==> config.mk <==
export PLATFORM = sky130hd
export DESIGN_NAME = seq_detect_param
export DESIGN_NICKNAME = d
export VERILOG_FILES = /design/src/rtl/seq_detect_param.sv
export SDC_FILE = /design/constraint.sdc
export NUM_CORES = 1
export LEC_CHECK = 0
export BUFFER_PORTS_ARGS = -buffer_cell sky130_fd_sc_hd__buf_4
export CORE_UTILIZATION = 23
export DETAILED_ROUTE_END_ITERATION = 6
export PLACE_DENSITY_LB_ADDON = 0.1
export SLEW_MARGIN = 20
export SYNTH_ARGS = -nofsm -noshare
export SYNTH_HDL_FRONTEND = slang
export SYNTH_SLANG_ARGS = --single-unit
==> constraint.sdc <==
create_clock -name clk -period 2.4 [get_ports clk]
set_input_delay 0.24 -clock clk [delete_from_list [all_inputs] [get_ports clk]]
set_output_delay 0.24 -clock clk [all_outputs]
set_load 0.02 [all_outputs]
==> src/rtl/seq_detect_param.sv <==
// Programmable serial bit-pattern detector.
// Compares the most recent valid bits of a 1-bit stream against a run-time
// pattern of length 1..MAX_LEN. The match output is Mealy: it is raised in the
// same cycle as the last pattern bit. A registered copy and a saturating
// match counter are also provided.
module seq_detect_param #(
  parameter  int MAX_LEN = 8,
  parameter  int CNT_W   = 8,
  localparam int LEN_W   = $clog2(MAX_LEN + 1)
) (
  input  logic               clk,
  input  logic               rst_n,
  input  logic               en,
  input  logic               din,
  input  logic               restart,
  input  logic [MAX_LEN-1:0] cfg_pattern,
  input  logic [LEN_W-1:0]   cfg_len,
  input  logic               cfg_overlap,
  input  logic               clr_cnt,
  output logic               match,
  output logic               match_q,
  output logic [CNT_W-1:0]   match_cnt,
  output logic               armed
);

  // Coarse view of the history fill level relative to the active length.
  typedef enum logic [1:0] {
    ST_IDLE  = 2'd0,
    ST_FILL  = 2'd1,
    ST_ARMED = 2'd2
  } state_t;

  localparam logic [LEN_W-1:0] LEN_MAX_V = LEN_W'(MAX_LEN);
  localparam logic [LEN_W-1:0] LEN_ZERO  = {LEN_W{1'b0}};
  localparam logic [LEN_W-1:0] LEN_ONE   = {{(LEN_W-1){1'b0}}, 1'b1};
  localparam logic [CNT_W-1:0] CNT_MAX   = {CNT_W{1'b1}};
  localparam logic [CNT_W-1:0] CNT_ZERO  = {CNT_W{1'b0}};
  localparam logic [CNT_W-1:0] CNT_ONE   = {{(CNT_W-1){1'b0}}, 1'b1};

  // Bit mask with the low 'len' bits set; selects the active pattern window.
  function automatic logic [MAX_LEN-1:0] len_mask(input logic [LEN_W-1:0] len);
    logic [MAX_LEN-1:0] m;
    m = {MAX_LEN{1'b0}};
    for (int i = 0; i < MAX_LEN; i++) begin
      if (LEN_W'(i) < len) begin
        m[i] = 1'b1;
      end else begin
        m[i] = 1'b0;
      end
    end
    return m;
  endfunction

  // Fill level increment that sticks at MAX_LEN.
  function automatic logic [LEN_W-1:0] fill_inc(input logic [LEN_W-1:0] f);
    if (f >= LEN_MAX_V) begin
      return LEN_MAX_V;
    end else begin
      return f + LEN_ONE;
    end
  endfunction

  // Counter increment that sticks at all-ones instead of wrapping.
  function automatic logic [CNT_W-1:0] cnt_inc(input logic [CNT_W-1:0] c);
    if (c == CNT_MAX) begin
      return CNT_MAX;
    end else begin
      return c + CNT_ONE;
    end
  endfunction

  // Only the newest MAX_LEN-1 history bits can ever take part in a compare
  // (the current din supplies the last pattern bit), so the oldest bit of the
  // conceptual MAX_LEN-bit shift register is not stored.
  logic [MAX_LEN-2:0] hist_r;
  logic [LEN_W-1:0]   fill_r;
  logic               match_q_r;
  logic [CNT_W-1:0]   cnt_r;

  logic [LEN_W-1:0]   len_s;
  logic [LEN_W-1:0]   len_m1_s;
  logic               len_nz_s;
  logic [MAX_LEN-1:0] window_s;
  logic [MAX_LEN-1:0] mask_s;
  logic               cmp_ok_s;
  state_t             state_s;
  logic               armed_s;
  logic               match_s;

  // Clamp the configured length and derive the compare window and mask.
  always_comb begin
    if (cfg_len > LEN_MAX_V) begin
      len_s = LEN_MAX_V;
    end else begin
      len_s = cfg_len;
    end
    len_nz_s = (len_s != LEN_ZERO);
    if (len_nz_s) begin
      len_m1_s = len_s - LEN_ONE;
    end else begin
      len_m1_s = LEN_ZERO;
    end
    window_s = {hist_r, din};
    mask_s   = len_mask(len_s);
    cmp_ok_s = (((window_s ^ cfg_pattern) & mask_s) == {MAX_LEN{1'b0}});
  end

  // Decode the fill level into IDLE / FILL / ARMED against the live length.
  always_comb begin
    if (fill_r == LEN_ZERO) begin
      state_s = ST_IDLE;
    end else if (len_nz_s && (fill_r >= len_m1_s)) begin
      state_s = ST_ARMED;
    end else begin
      state_s = ST_FILL;
    end
  end

  // Armed when the next valid bit could complete a match; a 1-bit pattern
  // needs no history, so IDLE is armed in that case. Held low during reset.
  always_comb begin
    if (rst_n && len_nz_s) begin
      armed_s = (state_s == ST_ARMED) ||
                ((state_s == ST_IDLE) && (len_m1_s == LEN_ZERO));
    end else begin
      armed_s = 1'b0;
    end
  end

  // Mealy match: valid bit, enabled detector, enough history, window equal.
  always_comb begin
    if (rst_n && en && !restart) begin
      match_s = armed_s && cmp_ok_s;
    end else begin
      match_s = 1'b0;
    end
  end

  // History shift register and fill level; restart outranks a valid bit.
  always_ff @(posedge clk or negedge rst_n) begin
    if (!rst_n) begin
      hist_r <= {(MAX_LEN-1){1'b0}};
      fill_r <= LEN_ZERO;
    end else if (restart) begin
      hist_r <= {(MAX_LEN-1){1'b0}};
      fill_r <= LEN_ZERO;
    end else if (en) begin
      hist_r <= window_s[MAX_LEN-2:0];
      if (match_s && !cfg_overlap) begin
        fill_r <= LEN_ZERO;
      end else begin
        fill_r <= fill_inc(fill_r);
      end
    end
  end

  // Registered copy of the match decision, one cycle behind.
  always_ff @(posedge clk or negedge rst_n) begin
    if (!rst_n) begin
      match_q_r <= 1'b0;
    end else begin
      match_q_r <= match_s;
    end
  end

  // Saturating match counter; a clear beats a coincident match.
  always_ff @(posedge clk or negedge rst_n) begin
    if (!rst_n) begin
      cnt_r <= CNT_ZERO;
    end else if (clr_cnt) begin
      cnt_r <= CNT_ZERO;
    end else if (match_s) begin
      cnt_r <= cnt_inc(cnt_r);
    end
  end

  assign match     = match_s;
  assign match_q   = match_q_r;
  assign match_cnt = cnt_r;
  assign armed     = armed_s;

endmodule

==> flow_summary.yaml <==
placed_design:
  post-dp-hpwl_mm: 2.40
  gp_congestion: 0.811
  place_inst: 238
  dp_slack_ns: 0.146
  port_buffers: 29
die:
  core_area_mm2: 0.00561
  initial_core_util_pct: 24.3
  die_w_um: 79.0
  die_area_mm2: 0.00624
  die_y_um: 79.0
  io_pins: 30
  num_rows: 27
global_routing:
  grt_max_degree: 21
  grt_pass1_vias: 1084
  grt_overflow: 0
  antenna_found_initial: 0
  grt_pass1_wl_mm: 5.31
  track_usage_pct: 10.9
synthesis:
  syn-num-nets: 168
  netlist_area_mm2: 0.00136
  avgSynthCellArea_um2: 9.60
  synth_top_cell_area_share_pct: 36.7
  yosysUniqueCellTypes: 43
  synth.most_common_cell: "dfrtp_1"
  synth_commonest_cells: "20 x dfrtp_1, 19 x nor2_1, 7 x ha_1, 7 x mux2i_1, 7 x nand2_1"
  ys_ff_latch: 20
  syn-instance-count: 142
  synth_area_leaders: "dfrtp_1 37%, ha_1 6.4%, nor2_1 5.2%"
  synthArstFlopShare_pct: 100
  synth_edf_count: 0
  ys.flop_type: "dfrtp_1"
  synth_largest_area_cell: "dfrtp_1"
  yosysWarningCount: 0
  ys_seq_area_share_pct: 36.7
sta:
  period_share_pct: 92.2
  hold_violations: 0
  rsz0062_at_grt: "no"
  tns_ns: 0
  clock_skew_ns: 0.00514
  final_max_slew_viol_count: 0
  finalCriticalPeriod_ns: 2.21
  fin_ws_ns: 0.187
  max_freq_ghz: 0.452
  setup_viol: 0
routing:
  vias: 1122
  final_antenna_net_count: 0
  drc_errors: 0
  viasPerCell: 4.60
  wire_per_inst_um: 12.9
  drtIter0Drc: 44
  first_pass_iters: 4
  drt_wl_total_mm: 3.15
setup_path:
  path_cells: "inv_2 -> ha_1 -> nand2b_1 -> a211oi_2 -> o21ai_1 -> and4b_2 -> buf_4"
  max_stage_delay_ns: 0.42
  critPathArrivalTime_ns: 1.97
  worst_setup_path_end_kind: "primary output"
  path_max_fanout: 12
  worst_path_max_delay_cell: "dfrtp_2"
  reg2reg_depth: 9
  cp.required_ns: 2.16
  worstSetupStartpointType: "register"
  path_class: "register to primary output"
clock_network:
  htreeDepth: 1
  path_clk_slew_ns: 0.08
  clock_sinks: 20
  tritoncts: "built"
  clk_path_buf_depth: 2
  numCtsBuffers: 3
  root_buffer: "clkbuf_8"
  clk_latency_ns: 0.26
hold_path:
  min_path_type: "input port to register"
  min_path_cells: 2
final_layout:
  final_util_pct: 30.9
  diodes: 0
  fin_cells: 244
  area_growth_pct: 27.1
  nets: 199
  drive_above_1_share_pct: 30.2
pwr:
  intPower_uw: 627
  power.density_mw_per_mm2: 470
  pwr-share-comb_pct: 15.5
  p_sw_uw: 187
  power_frac_seq_pct: 42.6
  netSwitchingFraction_pct: 23.0
  finalPower_uw: 814
  max-vdd-ir-drop_uv: 163
  leakagePower_nw: 0.837
  pwr-share-clk_pct: 41.9
status:
  status: "finished, final reports clean"
job:
  maxCapViolCount: 0
==> per-stage QoR <==
stage	hold WS, ns	cell area [um2]
6_report	0.218	1730
3_3_place_gp	0.280	1630
3_5_place_dp	0.278	1630
5_1_grt	0.216	1730
2_1_floorplan	-0.0556	1360
4_1_cts	0.217	1710
==> area by class of cell <==
class,count,area (um2)
flip-flops and latches,20,502
well taps,72,90.1
multi-input cells,108,788
repair buffers,34,258
clock buffers,3,41.3
fillers,616,3880
clock inverters,1,30.0
inverters,6,22.5
==> power groups by stage <==
stage	clock [mW]	combinational [mW]	sequential, mW
after detailed placement	0	0.120	0.354
final	0.341	0.126	0.347
after CTS	0.352	0.123	0.347
after global routing	0.364	0.143	0.348
after global placement	0	0.120	0.354
after floorplan	0	0.0709	0.352
==> state kept, by name, indices dropped and copies added, names as in the netlist <==
signal and count:
fill_r 4, hist_r 7, match_cnt 8, match_q 1
==> critical path: cells and delay by family, from the launching register on <==
family,cells,cell delay (ns)
AND/OR/NAND/NOR,2,0.49
AO/OA/AOI/OAI,2,0.31
flip-flops,1,0.42
adder cells (fa/ha/maj),1,0.22
buffers and inverters,2,0.26
==> placed cells by master, fill, tap and decap left out, types with 5 or more instances in the layout <==
master	count
mux2i_1	7
a21oi_1	6
and3_1	5
xor2_1	5
dfrtp_1	19
nand2_1	7
buf_4	33
inv_1	5
nor2_1	19
ha_1	7
==> repair_timing <==
| item | 4_1_cts | 5_1_grt |
|---|---|---|
| endpoints found under the setup margin | 0 | 1 |
| setup buffers | 0 | 2 |
| gates resized for setup | 0 | 5 |
| hold endpoints to repair | 20 | 0 |
| hold buffers | 1 | 0 |
==> layer usage <==
metal / routed length [um] / track usage (%) / part of all wire (%)
met1: 1510 / 14.2 / 48
met2: 1490 / 18.3 / 47
met5: 0 / 0 / 0
met4: 44 / 4.36 / 1.4
met3: 106 / 1.49 / 3.4
==> path summary, 6_finish.rpt <==
path / start / end / slack [ns]
worst min register to register: hist_r[6] / hist_r[6] / 0.54
worst max register to register: fill_r[0] / match_cnt[2] / 0.26
max in group asynchronous: rst_n / fill_r[0] / 1.65
worst max-delay path: fill_r[0] / match / 0.19
worst min-delay path: clr_cnt / match_cnt[1] / 0.22
min in group asynchronous: rst_n / hist_r[0] / 0.51
==> logic make-up (layout without fill, tap and decap cells) <==
family          count (synthesis)  count (layout)  share of synthesized area (%)
mux                             7               7                           5.14
simple gates                   52              52                           20.2
other cells                     1               1                          0.275
xor+xnor                        9               9                           5.78
compound gates                 32              32                           19.2
buf+inv                        14              44                           6.24
flops                          20              20                           36.7
fa+ha+maj                       7               7                           6.43
Note: power is estimated with default switching activity, not from simulation.
